[config.mk]
export PLATFORM = sky130hd
export DESIGN_NAME = inv_shift_rows_stream_flat
export DESIGN_NICKNAME = d
export VERILOG_FILES = /design/src/rtl/inv_shift_rows_stream_if.sv /design/src/rtl/inv_shift_rows_stream.sv /design/src/flat_wrapper.sv
export SDC_FILE = /design/constraint.sdc
export NUM_CORES = 1
export LEC_CHECK = 0
export ABC_AREA = 1
export CORE_MARGIN = 2
export CORE_UTILIZATION = 45
export CTS_BUF_LIST = sky130_fd_sc_hd__clkbuf_8
export CTS_CLUSTER_SIZE = 28
export DETAILED_ROUTE_END_ITERATION = 8
export GPL_TIMING_DRIVEN = 0
export PLACE_DENSITY = 0.63
export SLEW_MARGIN = 20
export SYNTH_ARGS = -nofsm -noshare
export SYNTH_HDL_FRONTEND = slang
export SYNTH_SLANG_ARGS = --single-unit
[constraint.sdc]
create_clock -name clk -period 3.3 [get_ports clk]
set_input_delay 0.99 -clock clk [delete_from_list [all_inputs] [get_ports clk]]
set_output_delay 0.99 -clock clk [all_outputs]
set_load 0.005 [all_outputs]
[src/rtl/inv_shift_rows_stream_if.sv]
// inv_shift_rows_stream_if: byte stream with valid/ready/last; master drives valid/data/last, slave drives ready
interface inv_shift_rows_stream_if #(
  parameter int BYTE_W = 8
);
  logic              valid;
  logic              ready;
  logic              last;
  logic [BYTE_W-1:0] data;
  modport master (output valid, data, last, input ready);
  modport slave (input valid, data, last, output ready);
endinterface

[src/rtl/inv_shift_rows_stream.sv]
// inv_shift_rows_stream: byte-serial AES (Inv)ShiftRows with 2-bank ping-pong buffering and valid/ready on both sides
module inv_shift_rows_stream #(
  parameter int BYTE_W  = 8,
  parameter bit INVERSE = 1
) (
  input  logic                   clk,
  input  logic                   rst_n,
  input  logic                   sync_clr,
  inv_shift_rows_stream_if.slave  in_if,
  inv_shift_rows_stream_if.master out_if
);
  logic [BYTE_W-1:0] bank_q [2][16];
  logic [BYTE_W-1:0] bank_d [2][16];
  logic [3:0]        wr_cnt_q, wr_cnt_d, rd_cnt_q, rd_cnt_d;
  logic              wr_bank_q, wr_bank_d, rd_bank_q, rd_bank_d;
  logic [1:0]        full_q, full_d;
  logic              in_ready, out_valid, wr_fire, rd_fire, wr_done, rd_done;
  logic [1:0]        col, row, src_col;
  assign in_ready      = !full_q[wr_bank_q];
  assign out_valid     = full_q[rd_bank_q];
  assign in_if.ready   = in_ready;
  assign out_if.valid  = out_valid;
  assign wr_fire       = in_if.valid && in_ready;
  assign rd_fire       = out_valid && out_if.ready;
  assign wr_done       = wr_fire && wr_cnt_q == 4'd15;
  assign rd_done       = rd_fire && rd_cnt_q == 4'd15;
  assign col           = rd_cnt_q[3:2];
  assign row           = rd_cnt_q[1:0];
  assign src_col       = INVERSE ? col - row : col + row;
  assign out_if.data   = out_valid ? bank_q[rd_bank_q][{src_col, row}] : '0;
  assign out_if.last   = out_valid && rd_cnt_q == 4'd15;
  always_comb begin
    bank_d = bank_q;
    if (wr_fire) bank_d[wr_bank_q][wr_cnt_q] = in_if.data;
    if (sync_clr) bank_d = '{default: '0};
    wr_cnt_d  = sync_clr ? '0 : wr_cnt_q + {3'd0, wr_fire};
    rd_cnt_d  = sync_clr ? '0 : rd_cnt_q + {3'd0, rd_fire};
    wr_bank_d = !sync_clr && (wr_bank_q ^ wr_done);
    rd_bank_d = !sync_clr && (rd_bank_q ^ rd_done);
    full_d = full_q;
    if (wr_done) full_d[wr_bank_q] = 1'b1;
    if (rd_done) full_d[rd_bank_q] = 1'b0;
    if (sync_clr) full_d = '0;
  end
  always_ff @(posedge clk or negedge rst_n) begin
    if (!rst_n) begin
      bank_q    <= '{default: '0};
      wr_cnt_q  <= '0;
      rd_cnt_q  <= '0;
      wr_bank_q <= 1'b0;
      rd_bank_q <= 1'b0;
      full_q    <= '0;
    end else begin
      bank_q    <= bank_d;
      wr_cnt_q  <= wr_cnt_d;
      rd_cnt_q  <= rd_cnt_d;
      wr_bank_q <= wr_bank_d;
      rd_bank_q <= rd_bank_d;
      full_q    <= full_d;
    end
  end
endmodule

[src/flat_wrapper.sv]
// flat-port wrapper written by rule: the top's interface ports become plain ports
module inv_shift_rows_stream_flat 
#(
  parameter int BYTE_W  = 8,
  parameter bit INVERSE = 1
)
  (clk, rst_n, sync_clr, in_if_valid, in_if_data, in_if_last, in_if_ready, out_if_valid, out_if_data, out_if_last, out_if_ready);
  inv_shift_rows_stream_if #(.BYTE_W(BYTE_W)) in_if_i ();
  inv_shift_rows_stream_if #(.BYTE_W(BYTE_W)) out_if_i ();
  input  logic clk;
  input  logic rst_n;
  input  logic sync_clr;
  input wire logic [$bits(in_if_i.valid)-1:0] in_if_valid;
  input wire logic [$bits(in_if_i.data)-1:0] in_if_data;
  input wire logic [$bits(in_if_i.last)-1:0] in_if_last;
  output wire logic [$bits(in_if_i.ready)-1:0] in_if_ready;
  output wire logic [$bits(out_if_i.valid)-1:0] out_if_valid;
  output wire logic [$bits(out_if_i.data)-1:0] out_if_data;
  output wire logic [$bits(out_if_i.last)-1:0] out_if_last;
  input wire logic [$bits(out_if_i.ready)-1:0] out_if_ready;
  assign in_if_i.valid = in_if_valid;
  assign in_if_i.data = in_if_data;
  assign in_if_i.last = in_if_last;
  assign in_if_ready = in_if_i.ready;
  assign out_if_valid = out_if_i.valid;
  assign out_if_data = out_if_i.data;
  assign out_if_last = out_if_i.last;
  assign out_if_i.ready = out_if_ready;
  inv_shift_rows_stream #(.BYTE_W(BYTE_W), .INVERSE(INVERSE)) u_core (.clk(clk), .rst_n(rst_n), .sync_clr(sync_clr), .in_if(in_if_i), .out_if(out_if_i));
endmodule
Word-level counts from Yosys, hierarchy flattened
Index checks and enable logic that the tools add are counted.
{"block": "op_classes", "n_bitwise": 9, "n_reduce_logical": 14, "mul": 0, "mux": 27, "n_addsub": 3, "div": 0, "n_lt_le_gt_ge": 10, "n_eq_ne": 2, "n_shift": 0}
{"operator": "two-way mux 128 bit", "count": 4}
{"operator": "two-way mux 256 bit", "count": 2}
{"operator": "bitwise mux 256 bit", "count": 1}
{"operator": "demux 128 bit (select 1 bit)", "count": 1}
{"operator": "binary-select mux 8 bit (select 4 bit)", "count": 1}
{"operator": "demux 8 bit (select 4 bit)", "count": 1}
{"operator": "two-way mux 8 bit", "count": 4}
{"operator": "logical AND 1 bit", "count": 11}
{"operator": "greater-or-equal comparator 5 bit, second input constant", "count": 2}
{"operator": "NOT 4 -> 5 bit", "count": 2}
{"operator": "adder 4 x 1 -> 4 bit", "count": 2}
{"operator": "equality test 4 bit, second input constant", "count": 2}
{"operator": "two-way mux 4 bit", "count": 2}
{"operator": "two-way mux 1 bit", "count": 6}
{"operator": "two-way mux 2 bit", "count": 3}
{"operator": "less-than comparator 5 x 1 -> 1 bit, second input constant", "count": 1}
{"operator": "greater-or-equal comparator 2 bit, second input constant", "count": 2}
{"operator": "less-than comparator 1 x 2 -> 1 bit, second input constant", "count": 2}
{"operator": "NOT 1 -> 2 bit", "count": 2}
{"operator": "AND 2 bit", "count": 1}
{"operator": "demux 1 bit (select 1 bit)", "count": 2}
{"operator": "greater-or-equal comparator 1 bit, second input constant", "count": 2}
{"operator": "zero test 1 bit", "count": 2}
{"operator": "less-than comparator 2 x 1 -> 1 bit, second input constant", "count": 1}
{"operator": "other kinds (5)", "count": 6}
{"block": "totals", "word_cells": 102, "mem_bits_ro": 0, "output_inout_bits": 11, "n_memories": 0, "regBits": 268, "latch_bits": 0, "ramBits": 0, "inputBits": 14}

Depth between registers and ports, before layout
Gate-level depths: netlist (run 1).
{"block": "logic_depth", "word_depth": 10, "depth_mapped": 12, "depth_no_buf": 9}

Worst setup path before layout (run 1)
No wires, ideal clock.
{"block": "synth_timing", "kind": "reg2out", "from": "register u_core.rd_cnt_q[2]", "to": "output out_if_data[1]", "stages_incl_launch_ff": 10, "required_time_ns": 2.310, "arrival_time_ns": 1.651, "path_slack_ns": 0.659, "path_cell_list": "dfrtp_1 -> inv_1 -> ha_1 -> clkbuf_1 -> clkinv_1 -> clkbuf_1 -> nand3_1 -> nand2_1 -> nor2_1 -> nor2_1"}
{"block": "synth_between", "elab_chain_len": 6}
{"element": "start, declared", "line": "inv_shift_rows_stream.sv:14", "text": "logic [3:0] wr_cnt_q, wr_cnt_d, rd_cnt_q, rd_cnt_d;"}
{"element": "start signal, assigned", "line": "inv_shift_rows_stream.sv:56", "text": "rd_cnt_q <= rd_cnt_d;"}
{"element": "subtractor 2 bit", "line": "inv_shift_rows_stream.sv:29", "text": "assign src_col = INVERSE ? col - row : col + row;"}
{"element": "NOT 4 -> 5 bit (implied by the code)", "line": "inv_shift_rows_stream.sv:30", "text": "assign out_if.data = out_valid ? bank_q[rd_bank_q][{src_col, row}] : '0;"}
{"element": "binary-select mux 8 bit (select 4 bit)", "line": "inv_shift_rows_stream.sv:30"}
{"element": "two-way mux 8 bit (implied by the code) (2 in series)", "line": "inv_shift_rows_stream.sv:30"}
{"element": "two-way mux 8 bit", "line": "inv_shift_rows_stream.sv:30"}
{"element": "end, declared", "line": "flat_wrapper.sv:18", "text": "output wire logic [$bits(out_if_i.data)-1:0] out_if_data;"}
No other way between the ends. The select of a mux whose other input is x is not followed.

Worst setup path in the final report (run 1)
{"block": "layout_timing", "from": "register u_core.rd_cnt_q[0]", "to": "output out_if_data[2]"}
{"block": "layout_between", "elab_chain_len": 6}
{"element": "subtractor 2 bit", "line": "inv_shift_rows_stream.sv:29"}
{"element": "NOT 4 -> 5 bit (implied by the code) *", "line": "inv_shift_rows_stream.sv:30"}
{"element": "binary-select mux 8 bit (select 4 bit) *", "line": "inv_shift_rows_stream.sv:30"}
{"element": "two-way mux 8 bit (implied by the code) * (2 in series)", "line": "inv_shift_rows_stream.sv:30"}
{"element": "two-way mux 8 bit *", "line": "inv_shift_rows_stream.sv:30"}
Every way passes the cells marked *; elsewhere a longest branch is shown, timed or not. The select of a mux whose other input is x is not followed.

==> results of run 1 <==
metrics by stage:
step                      setup TNS, ns  std cells  hold WS (ns)
after CTS                        -0.422       2112         0.362
after detailed placement          -4.98       2024         0.472
final                            -0.326       2116         0.347
after global routing             -0.725       2116         0.384
after floorplan                       0       1615         0.442
after global placement         -2807.47       2021         0.463
power by group:
part	internal [mW]	switching, mW
Combinational	0.0921	0.361
Clock	1.59	1.39
Sequential	3.31	0.00907
per-layer routing:
layer,GRT usage,share of wire
met1,0.469,0.39
met3,0.0925,0.12
met2,0.502,0.42
met4,0.196,0.065
met5,0,0
critical path: stages, from the launching register on:
cell and delay (ns):
dfrtp_1 0.41, buf_6 0.13, ha_4 0.16, xor2_4 0.24
xor2_4 0.25, buf_12 0.16, buf_4 0.11, nand3_4 0.08
nand2_4 0.08, nor2_4 0.04, buf_2 0.12
flip-flops by register name (all words and copies together) (netlist names):
register	count
u_core.bank_q	256
u_core.full_q	2
u_core.rd_bank_q	1
u_core.rd_cnt_q	4
u_core.wr_bank_q	1
u_core.wr_cnt_q	4
cell type report:
cell class	instances	area, um2	share of cell area
buffer	106	958	0.0610
clock buffer	59	812	0.0516
clock inverter	22	87.6	0.00557
inverter	208	803	0.0511
multi-input combinational	1031	5430	0.346
sequential	268	6710	0.427
tap	384	480	0.0306
timing repair buffer	38	439	0.0279
path summary, 6_finish.rpt:
path | endpoint | slack [ns] | from
min in group clk | u_core.bank_q[146] | 0.48 | u_core.bank_q[146]
worst max register to register | u_core.bank_q[6] | 1.21 | u_core.wr_bank_q
worst min register to register | u_core.bank_q[146] | 0.48 | u_core.bank_q[146]
worst min-delay path | u_core.bank_q[233] | 0.35 | rst_n
worst max-delay path | out_if_data[2] | -0.07 | u_core.rd_cnt_q[0]
max in group asynchronous | u_core.bank_q[149] | 1.83 | rst_n
cell usage in the layout, fill, tap and decap left out, types with 20 or more instances in the layout:
cell type,n
nand2_1,340
nor2_1,60
o21ai_1,73
a21oi_1,20
o22ai_1,179
inv_1,209
nand2_2,28
clkbuf_8,62
buf_2,24
clkbuf_1,27
nand3_2,27
o21ai_0,20
dfrtp_1,267
nand3_1,211
cells by family (layout without fill, tap and decap cells):
| logic type | Yosys count | after routing | synth area share |
|---|---|---|---|
| flops | 268 | 268 | 0.513 |
| compound gates | 307 | 307 | 0.138 |
| simple gates | 714 | 714 | 0.241 |
| fa+ha+maj | 5 | 5 | 0.00479 |
| xor+xnor | 5 | 5 | 0.00623 |
| buf+inv | 316 | 433 | 0.0972 |
what timing repair did:
item                                    4_1_cts  5_1_grt
resized for setup                           227       51
pin swaps                                    20       15
setup buffers                                 8        4
gates cloned                                  1        0
endpoints found under the setup margin       10       10
hold endpoints to repair                      0        0
synth_stat cells:
library cell | count | area, um2
xnor2_1 | 2 | 17.5
nor3_4 | 1 | 16.3
clkinv_1 | 2 | 7.51
o21bai_1 | 1 | 7.51
o211ai_1 | 10 | 75.1
buf_4 | 3 | 22.5
inv_2 | 13 | 48.8
buf_2 | 38 | 190
o21ai_0 | 26 | 130
or2_1 | 2 | 12.5
dfrtp_1 | 268 | 6710
nor3_1 | 2 | 10.0
a311oi_1 | 1 | 8.76
xor2_1 | 1 | 8.76
nor2_1 | 81 | 304
xor2_4 | 2 | 55.1
buf_1 | 16 | 60.1
o22ai_1 | 179 | 1120
nand2_2 | 18 | 113
nand3_2 | 1 | 10.0
buf_6 | 3 | 33.8
nor2_2 | 4 | 25.0
inv_4 | 1 | 6.26
o21ai_1 | 67 | 335
clkbuf_1 | 48 | 180
a31oi_1 | 1 | 6.26
o21a_1 | 2 | 15.0
inv_1 | 192 | 721
nand3_1 | 242 | 1210
nand2_1 | 352 | 1320
ha_1 | 5 | 62.6
a21oi_1 | 20 | 100
nand2_4 | 11 | 124
==> summary.md, run 1 <==
| Metric | Value |
|---|---|
| Clock skew | ~0.022 ns |
| Post-Place Worst Slack | -0.632 ns |
| CP arrival | around 2.4 ns |
| Fin nets | ~1700 |
| Die X | between 150 and 200 um |
| Slew Viols, Final | 0 |
| Core Rows | 62 |
| Clk slew on worst S/H paths | 0.06 ns |
| CP max FO | 6 |
| Worst-Skew Late Latency | ~0.57 ns |
| Pwr Density | 429 nW/um2 |
| CP Data Required Time | roughly 2.3 ns |
| CP Class | reg2out |
| I/O pin total | 25 |
| Violated checks | setup timing |
| Sequential element share of the synthesized area | 0.513 |
| Core area | about 29000 um2 |
| DP Wirelength | 35200 um |
| Period utilisation layout | 1.02 |
| CTS tree | yes |
| Final core occ | 0.549 |
| Drt first pass iters | 6 |
| Detailed Route Iter0 Violations | 1686 |
| Max-Slew Margin vs Limit | 0.173 |
| Max Clk Rate | ~300 MHz |
| RSZ-0062 raised after global routing | yes |
| Clock sink total | 268 |
| Diodes inserted | 0 |
| Post-route ant nets | 0 |
| Largest net degree at the start of global routing | 80 |
| Avg WL per Cell | 24.5 um |
| Synth cell types | 33 |
| Setup violations, final | 6 |
| Slew at the pin closest to its max-slew limit | 1.24 ns |
| Max Cap Viol | 0 |
| Routability cong. | between 1 and 1.5 |
| CTS Buf Count | 46 |
| Final Power | slightly below 7 mW |
| GRT Overall Usage | 0.346 |
| HP Class | in2async |
| Longest Clk Path Bufs | 3 |
| Nature of the critical path startpoint | flop |
| Post-Synthesis Cells | about 1600 |
| WL final | ~52000 um |
| Cells on worst reg2reg path | 6 |
| Final setup margin | -0.0726 ns |
| Design area | 15700 um2 |
| Vias/cell | just under 6 |
| Yosys reg bits | approximately 270 |
| Fin crit period | 3.37 ns |
| Mapped Area | approximately 13000 um2 |
| # port buffers | 22 |
| CTS root buffer | clkbuf_8 |
| Die area | approximately 30000 um2 |
| Syn Area/Cell | about 8.1 um2 |
| Initial core utilization | 0.456 |
| CTS Hold Bufs | 0 |
| Area after DPL | 13900 um2 |
| Layout cells sized above 1 | 0.162 |
| First-pass GRT wire length | approximately 77000 um |
| Nature of the critical path endpoint | output port |
| Filler cells | between 2000 and 3000 |
| Area grow syn2layout | 20.3% |
| Via count | around 13000 |
| Syn Nets | between 1500 and 2000 |
| GR Overflow Total | 0 |
| Die H | 174 um |
| Vias in the first global route | roughly 12000 |
| H-tree levels | 2 |
| DRC Markers | 0 |
| Max VDD drop | 0.000311 V |
| Synth Warn # | 0 |
| LEAKAGE | just over 7 nW |
| Hold Vio Cnt, Final | 0 |
| Outcome | finished, violations left |
| Initial antenna violation count | 0 |
Power figures use the tool's default switching activity.
==> inputs of run 2 (changes only) <==
ABC_CLOCK_PERIOD_IN_PS = 3300   (was not set)
TNS_END_PERCENT = 20   (was not set)
==> summary.md, run 2 (synthesized netlist as in run 1, its figures left out) <==
| Metric | Value |
|---|---|
| Outcome | finished, violations left (unchanged) |
| Violated checks | setup timing (unchanged) |
| RSZ-0062 raised after global routing | yes (unchanged) |
| DP Wirelength | 35200 um (unchanged) |
| Clock sink total | 268 (unchanged) |
| # port buffers | 22 (unchanged) |
| H-tree levels | 2 (unchanged) |
| Die H | 174 um (unchanged) |
| Post-route insts no fill | 2110 (was 2116) |
| Avg WL per Cell | 24.5 um (about the same) |
| Pwr Density | 434 nW/um2 (was 429 nW/um2) |
| Drt first pass iters | 8 (was 6) |
| CP Data Required Time | 2.31 ns (about the same) |
| Nature of the critical path startpoint | flop (unchanged) |
| Final core occ | 0.543 (was 0.549) |
| Max Clk Rate | 298 MHz (was 297 MHz) |
| Vias/cell | 5.90 (was 5.95) |
| DRC Markers | 0 (unchanged) |
| CTS tree | yes (unchanged) |
| Vias in the first global route | 11800 (was 11900) |
| GR Overflow Total | 0 (unchanged) |
| WL final | 51700 um (was 51900 um) |
| Clk slew on worst S/H paths | 0.06 ns (about the same) |
| Worst reg2reg path endpoint | u_core.bank_q[2] (was u_core.bank_q[6]) |
| Most common cell after layout, fill and taps aside | nand2_1 (unchanged) |
| I/O pin total | 25 (unchanged) |
| Period utilisation layout | 1.02 (about the same) |
| CP arrival | 2.36 ns (was 2.38 ns) |
| Fin nets | 1712 (was 1718) |
| Max-Slew Margin vs Limit | 0.175 (was 0.173) |
| Worst-Skew Late Latency | 0.58 ns (was 0.57 ns) |
| Core area | 28600 um2 (unchanged) |
| Worst path cell trace | buf_6, ha_4, xor2_4, xor2_4, buf_12, buf_6, nand3_2, nand2_2, nor2_2, buf_2 (was buf_6, ha_4, xor2_4, xor2_4, buf_12, buf_4, nand3_4, nand2_4, nor2_4, buf_2) |
| Initial antenna violation count | 0 (unchanged) |
| Setup tns final | -0.137 ns (was -0.326 ns) |
| Filler cells | 2689 (was 2657) |
| CTS root buffer | clkbuf_8 (unchanged) |
| Max reg flops | 256 (unchanged) |
| Area grow syn2layout | 19.0% (was 20.3%) |
| Clock skew | 0.0245 ns (was 0.0223 ns) |
| Design area | 15600 um2 (was 15700 um2) |
| Cells after DPL | 2024 (unchanged) |
| HP Class | in2async (unchanged) |
| GR peak layer | met2 (unchanged) |
| Core Rows | 62 (unchanged) |
| Die X | 174 um (unchanged) |
| Slew Viols, Final | 0 (unchanged) |
| Longest Clk Path Bufs | 3 (unchanged) |
| Met1 Use GR | 0.467 (was 0.469) |
| Reg with most FFs | u_core.bank_q (unchanged) |
| Worst r2r src | u_core.wr_bank_q (unchanged) |
| Max VDD drop | 0.000310 V (was 0.000311 V) |
| Met3 GRT Util | 0.0901 (was 0.0925) |
| Area after DPL | 13900 um2 (unchanged) |
| Slew at the pin closest to its max-slew limit | 1.24 ns (about the same) |
| Top Registers | u_core.bank_q x256, u_core.rd_cnt_q x4, u_core.wr_cnt_q x4 (unchanged) |
| Hold slack | 0.357 ns (was 0.347 ns) |
| Detailed Route Iter0 Violations | 1545 (was 1686) |
| Setup violations, final | 5 (was 6) |
| First-pass GRT wire length | 76300 um (was 76900 um) |
| Via count | 12500 (was 12600) |
| LEAKAGE | 7.19 nW (was 7.26 nW) |
| Layout cells sized above 1 | 0.156 (was 0.162) |
| CP max stage cell | dfrtp_1 (unchanged) |
| CP max FO | 6 (unchanged) |
| Hold Vio Cnt, Final | 0 (unchanged) |
| Max Cap Viol | 0 (unchanged) |
| CP Class | reg2out (unchanged) |
| Max incr delay on CP | 0.41 ns (about the same) |
| GR Layer Usage met2 | 0.504 (was 0.502) |
| Flop2flop setup slack | 1.20 ns (was 1.21 ns) |
| Leading cell types in the layout, fill and taps excluded | 343 x nand2_1, 267 x dfrtp_1, 211 x nand3_1, 209 x inv_1, 179 x o22ai_1 (was 340 x nand2_1, 267 x dfrtp_1, 211 x nand3_1, 209 x inv_1, 179 x o22ai_1) |
| Routability cong. | 1.03 (unchanged) |
| Diodes inserted | 0 (unchanged) |
| Cells on worst reg2reg path | 6 (unchanged) |
| Final setup margin | -0.0507 ns (was -0.0726 ns) |
| CTS Buf Count | 46 (unchanged) |
| GRT Overall Usage | 0.343 (was 0.346) |
| Fin crit period | 3.35 ns (was 3.37 ns) |
| Initial core utilization | 0.456 (unchanged) |
| Largest net degree at the start of global routing | 80 (unchanged) |
| Die area | 30400 um2 (unchanged) |
| Post-route ant nets | 0 (unchanged) |
| Nature of the critical path endpoint | output port (unchanged) |
==> run 2: cell count changes in the layout (fill, tap and decap cells not counted), sizes merged <==
cell / before / now
clkbuf: 105 / 112
buf: 85 / 72
==> run 2: where the power goes <==
group	leakage, nW	switching (mW)	internal (mW)	total, mW
Combinational	2.92	0.358	0.0913	0.449
Clock	0.536	1.39	1.59	2.98
Sequential	3.74	0.00901	3.31	3.31
==> run 2: metal layers <==
metal | vias up | wire (um)
met1 | 6001 | 20400
li1 | 5528 | -
met4 | 0 | 3020
met3 | 159 | 5980
met5 | - | 0
met2 | 762 | 22300
==> run 2: worst max-delay path by stage <==
stage	cells past startpoint	to	from	slack, ns
floorplan	9	out_if_data[1]	u_core.rd_cnt_q[2]	0.66
global placement	1	u_core.bank_q[149]	rst_n	-10.49
detailed placement	10	out_if_data[5]	u_core.rd_cnt_q[2]	-0.63
CTS	9	out_if_data[2]	u_core.rd_cnt_q[0]	-0.18
global route	10	out_if_data[7]	u_core.rd_cnt_q[0]	-0.13
finish	10	out_if_data[7]	u_core.rd_cnt_q[0]	-0.05
==> run 2: what timing repair did <==
action,4_1_cts,5_1_grt
pin swaps,11,20
buffers inserted,5,1
hold buffers,0,0
cloned,0,1
resized for setup,180,79
endpoints found under the setup margin,10,10
==> run 2: critical path: cells and delay by family, from the launching register on <==
| family | cells | cell delay [ns] |
|---|---|---|
| adder cells (fa/ha/maj) | 1 | 0.16 |
| buffers and inverters | 4 | 0.52 |
| AND/OR/NAND/NOR | 3 | 0.19 |
| XOR/XNOR | 2 | 0.49 |
| flip-flops | 1 | 0.41 |
==> run 2: area by class of cell <==
type                            instances  area [um2]  area share
Clock buffer                           59         812      0.0522
Multi-Input combinational cell       1031        5390       0.347
Clock inverter                         22        87.6     0.00563
Tap cell                              384         480      0.0309
Buffer                                106         911      0.0586
Inverter                              208         801      0.0515
Sequential cell                       268        6710       0.431
Timing Repair Buffer                   32         363      0.0233
==> run 2: through the flow <==
stage / worst slack, ns / power [mW]
after detailed placement: -0.632 / 3.80
after global placement: -10.49 / 3.79
after global routing: -0.128 / 6.95
after floorplan: 0.659 / 3.56
final: -0.0507 / 6.75
after CTS: -0.175 / 6.75
==> inputs of run 3 (changes only) <==
SLEW_MARGIN = 10   (was 20)
==> results of run 3 <==
No change in the layout: final DEF, timing and power equal those of run 2.
==> RTL change 1 (config.mk and constraints of run 2) <==
`BYTE_W` is set to 8 in 3 places; all go to 12.
--- a/src/rtl/inv_shift_rows_stream_if.sv
+++ b/src/rtl/inv_shift_rows_stream_if.sv
@@ -1,5 +1,5 @@
 // inv_shift_rows_stream_if: byte stream with valid/ready/last; master drives valid/data/last, slave drives ready
 interface inv_shift_rows_stream_if #(
-  parameter int BYTE_W = 8
+  parameter int BYTE_W = 12
 );
   logic              valid;
--- a/src/rtl/inv_shift_rows_stream.sv
+++ b/src/rtl/inv_shift_rows_stream.sv
@@ -1,5 +1,5 @@
 // inv_shift_rows_stream: byte-serial AES (Inv)ShiftRows with 2-bank ping-pong buffering and valid/ready on both sides
 module inv_shift_rows_stream #(
-  parameter int BYTE_W  = 8,
+  parameter int BYTE_W  = 12,
   parameter bit INVERSE = 1
 ) (
--- a/src/flat_wrapper.sv
+++ b/src/flat_wrapper.sv
@@ -2,5 +2,5 @@
 module inv_shift_rows_stream_flat 
 #(
-  parameter int BYTE_W  = 8,
+  parameter int BYTE_W  = 12,
   parameter bit INVERSE = 1
 )
Ports: changed (resized in_if_data and out_if_data); port bits go from 25 to 33. The function was not compared with the original's and may differ.
==> RTL change 1 against run 2 <==
Final area grew 47%. The flow still finishes with violations (negative setup slack). Largest power group unchanged. Power grew 48%. Clock power grew 49%. Synthesized area grew 44%. Critical path type unchanged. Non-clock buffer count grew 106. Setup slack lost 300 ps. Wire length grew 72%. Critical endpoint is now out_if_data[8]. Sequential cell count grew 128.
==> RTL change 1: results (changes against run 2) <==
* Seq. cell area at 9911 µm² (was 6708 µm²)
* Multi-input gates at 1,426 (was 1,031)
* Register area share after synthesis at 0.5259 (was 0.5133)
* Repair and plain buffers at 244 (was 138)
* Combinational share of power at 0.064 (was 0.067)
* CTS Sinks at 396 (was 268)
* Final WS setup at -346.5 ps (was -50.65 ps)
* WP data arrival at 2660 ps (was 2360 ps)
* Leak at 0.01042 µW (was 0.007194 µW)
* Wire length of the first global-routing pass at 126,800 µm (was 76,330 µm)
* Buffer share of cell area at 0.09386 (was 0.08190)
* Worst Reg-to-Reg Cells at 8 (was 6)
* Syn avg cell area at 8.137 µm² (was 8.090 µm²)
* # fillers at 3,946 (was 2,689)
* Vias in the first global route at 18,240 (was 11,800)
* Largest net degree at the start of global routing at 98 (was 80)
* Final setup vio count at 13 (was 5)
* Worst Tran Pin Value at 1333 ps (was 1238 ps)
* Non-clk invs at 307 (was 208)
* Sw frac at 0.2705 (was 0.2605)
* ANT cells at 2 (was 0)
* Hpwl dp at 61,010 µm (was 35,220 µm)
* Routability Congestion at 1.041 (was 1.032)
* Tot GR Track Use at 0.4078 (was 0.3434)
* Layout clock buffers at 83 (was 59)
* Setup Fix Bufs, Post-CTS at 13 (was 5)
* Net count, final at 2,469 (was 1,712)
* CTS resizes at 410 (was 180)
* Outcome: finished with violations (unchanged)
* Synth area leaders: dfrtp_1, nand3_1, nand2_1 (was dfrtp_1, nand2_1, nand3_1)
* Distinct cells, synth at 32 (was 33)
* Violated checks: negative setup slack (unchanged)
* Post-Syn Nets at 2,339 (was 1,634)
* Pre-CTS WS at -1198 ps (was -632.3 ps)
* CTS H-tree depth at 3 (was 2)
* Routed Wire Length at 89,020 µm (was 51,680 µm)
* Port buffer count at 30 (was 22)
* Share of cells above drive strength 1 at 0.1595 (was 0.1564)
* Vias/cell at 6.262 (was 5.900)
-- RTL change 1: final timing paths --
check | slack [ps] | end | startpoint
max in group asynchronous | 1920 | u_core.bank_q[205]$_DFFE_PN0P_ | rst_n
min in group clk | 510 | u_core.bank_q[207]$_DFFE_PN0P_ | u_core.bank_q[207]$_DFFE_PN0P_
max | -350 | out_if_data[8] | u_core.rd_cnt_q[0]$_DFF_PN0_
max reg2reg | 850 | u_core.bank_q[370]$_DFFE_PN0P_ | u_core.wr_bank_q$_DFF_PN0_
min reg2reg | 510 | u_core.bank_q[207]$_DFFE_PN0P_ | u_core.bank_q[207]$_DFFE_PN0P_
min | 170 | u_core.bank_q[292]$_DFFE_PN0P_ | rst_n
-- RTL change 1: cells by family (layout without fill, tap and decap cells) --
group,Yosys count,count (layout),share of synthesized area
buffers and inverters,494,674,0.1038
AND/OR/NAND/NOR,955,955,0.2193
flip-flops,396,396,0.5259
adder cells (fa/ha/maj),5,5,0.003320
other,0,2,0
AO/OA/AOI/OAI,461,461,0.1440
XOR/XNOR,5,5,0.003719
-- RTL change 1: metal layers --
layer	GRT usage	wire [µm]	up-vias
li1	-	-	7988
met1	0.5378	34580	9353
met2	0.5972	37590	1306
met3	0.1010	9726	327
met4	0.2724	7121	0
met5	0	0	-
-- RTL change 1: metrics by stage --
| step | TNS (ps) | hold slack, ps | area, µm² | total power [µW] |
|---|---|---|---|---|
| final | -3427 | 169.7 | 22840 | 9973 |
| after global routing | -3920 | 166.6 | 22830 | 10210 |
| after CTS | -3091 | 148.3 | 22640 | 9946 |
| after detailed placement | -12570 | 495.7 | 19940 | 5593 |
| after global placement | -6538400 | 490.7 | 19810 | 5582 |
| after floorplan | 0 | 475.3 | 18840 | 5229 |
==> RTL change 2 (settings of run 2) <==
Without the edit above. Reset style: synchronous (`rst_n`), changed in one clocked block.
--- a/src/rtl/inv_shift_rows_stream.sv
+++ b/src/rtl/inv_shift_rows_stream.sv
@@ -43,5 +43,5 @@
     if (sync_clr) full_d = '0;
   end
-  always_ff @(posedge clk or negedge rst_n) begin
+  always_ff @(posedge clk) begin
     if (!rst_n) begin
       bank_q    <= '{default: '0};
Formal check against the unedited RTL: same outputs for any inputs over 10 cycles, from zero or initial values and one cycle with rst_n low; that may be too few to reach the edited logic, so the function may still have changed.
==> RTL change 2 against run 2 <==
The flow finishes with violations (design-rule violations, negative setup slack). Sequential cell count unchanged. Synthesized area decreased by 8.2%. Clock skew is 14 ps higher. Wire length grew 4.8%. Final area decreased by 5.6%. Global-route usage up 3.4 points. Power increased by 0.36%. Die area fell by 8.0%. Setup slack worse by 9.1 ps. First-iteration DRC count is 18% higher. Fmax down 0.27%. Clock power is 8.7% higher. Critical endpoint is now out_if_data[6].
==> RTL change 2: results (changes against run 2) <==
* Routability Congestion at 1.070 (was 1.032)
* Final WS setup at -59.79 ps (was -50.65 ps)
* Crit Reg-Reg Endpoint: u_core.bank_q[63]$_SDFFE_PP0P_ (was u_core.bank_q[2]$_DFFE_PN0P_)
* Max stage delay on crit path at 360 ps (was 410 ps)
* Post-synth top cells: nand2_1, o21ai_0, dfxtp_1 (was nand2_1, dfrtp_1, nand3_1)
* VDD IR-drop max at 0.3552 mV (was 0.3096 mV)
* Distinct cells, synth at 25 (was 33)
* Post-synth ARST share at 0 (was 1.000)
* Synth area leaders: dfxtp_1, o21ai_0, a21oi_1 (was dfrtp_1, nand2_1, nand3_1)
* # fillers at 2,541 (was 2,689)
* Reg2Reg Launch Point: u_core.wr_cnt_q[3]$_SDFF_PP0_ (was u_core.wr_bank_q$_DFF_PN0_)
* Worst min path class: reg -> reg (was in -> async)
* CTS buffer count at 47 (was 46)
* Outcome: finished with violations (unchanged)
* Violated checks: design-rule violations, negative setup slack (was negative setup slack)
* Syn avg cell area at 6.998 µm² (was 8.090 µm²)
* Hold WS at 516.0 ps (was 356.8 ps)
* Port buffer count at 23 (was 22)
* Net count, final at 1,823 (was 1,712)
* Largest net degree at the start of global routing at 12 (was 80)
* Final setup vio count at 5 (unchanged)
* Adder-Cell Fraction of Synth Area at 0.005216 (was 0.004788)
* Tot GR Track Use at 0.3773 (was 0.3434)
* Total power draw at 6771 µW (was 6746 µW)
* Worst Skew at 38.78 ps (was 24.48 ps)
* Leak at 0.006017 µW (was 0.007194 µW)
* Kind of cell adding the most delay to the critical path: simple AND/OR/NAND/NOR gates (was buffers and inverters)
* Reg power frac at 0.480 (was 0.491)
* Synth Area in Compound Gates at 0.2322 (was 0.1376)
* Later-pin clock latency in the skew report at 600 ps (was 580 ps)
* Setup crit start: u_core.rd_bank_q$_SDFF_PN0_ (was u_core.rd_cnt_q[0]$_DFF_PN0_)
* Non-Filler Instances at 2,175 (was 2,110)
* Switching power total at 1691 µW (was 1758 µW)
* Vias/cell at 5.924 (was 5.900)
* DP Cell Count at 2,072 (was 2,024)
* DP Area at 12,640 µm² (was 13,850 µm²)
* Combinational share of power at 0.041 (was 0.067)
* Register area share after synthesis at 0.4473 (was 0.5133)
* TritonRoute pass-1 iters at 8 (unchanged)
* Final setup TNS at -124.8 ps (was -137.0 ps)
* CP max stage cell: dfxtp_2 (was dfrtp_1)
* Post-Synth XOR/XNOR Area at 0.004903 (was 0.006225)
* DRC at 2 (was 0)
* Routed Wire Length at 54,180 µm (was 51,680 µm)
* Post-Syn Nets at 1,733 (was 1,634)
* FF-to-FF setup slack at 1180 ps (was 1200 ps)
* Max_slew headroom at 0.1633 (was 0.1746)
[RTL change 2: worst register-to-register path: stages, from the launching register on]
cell     delay [ps]
dfxtp_1         390
inv_1            90
nor2_1          180
inv_1            80
nor2_1          220
inv_1           160
nor2_1          380
buf_2           300
o21ai_0         110
a21oi_1         160
[RTL change 2: layout make-up]
cell class | instances | area [µm²] | share of cell area
multi-input cells | 1196 | 5992 | 0.4079
flip-flops and latches | 268 | 5371 | 0.3657
plain buffers | 137 | 1089 | 0.07411
clock buffers | 60 | 825.8 | 0.05622
inverters | 112 | 439.2 | 0.02990
well taps | 335 | 419.2 | 0.02853
repair buffers | 42 | 397.9 | 0.02709
clock inverters | 24 | 152.6 | 0.01039
diodes | 1 | 2.502 | 0.0001704
[RTL change 2: cells by family (layout without fill, tap and decap cells)]
| logic type | count (synthesis) | in the layout |
|---|---|---|
| and+or+nand+nor | 630 | 630 |
| AOI/OAI and AO/OA | 556 | 556 |
| DFF | 268 | 268 |
| buffers and inverters | 250 | 375 |
| adders and majority gates | 5 | 5 |
| xor gates and xnor gates | 5 | 5 |
| other | 0 | 1 |
[RTL change 2: worst max-delay path by stage]
| stage | cells after the start | endpoint |
|---|---|---|
| after floorplan | 9 | out_if_data[5] |
| after global placement | 10 | out_if_data[5] |
| after detailed placement | 10 | out_if_data[5] |
| after CTS | 12 | out_if_data[5] |
| after global routing | 13 | out_if_data[0] |
| final | 12 | out_if_data[6] |
[RTL change 2: per-layer routing]
layer | track usage | part of all wire
met1 | 0.5253 | 0.42
met2 | 0.5401 | 0.41
met3 | 0.08674 | 0.12
met4 | 0.2064 | 0.059
met5 | 0 | 0
[RTL change 2: repair_timing]
action | in CTS | in global routing
buffers inserted | 12 | 2
resized for setup | 233 | 53
pin swaps | 22 | 17
endpoints found under the setup margin | 9 | 15
cloned | 4 | 1
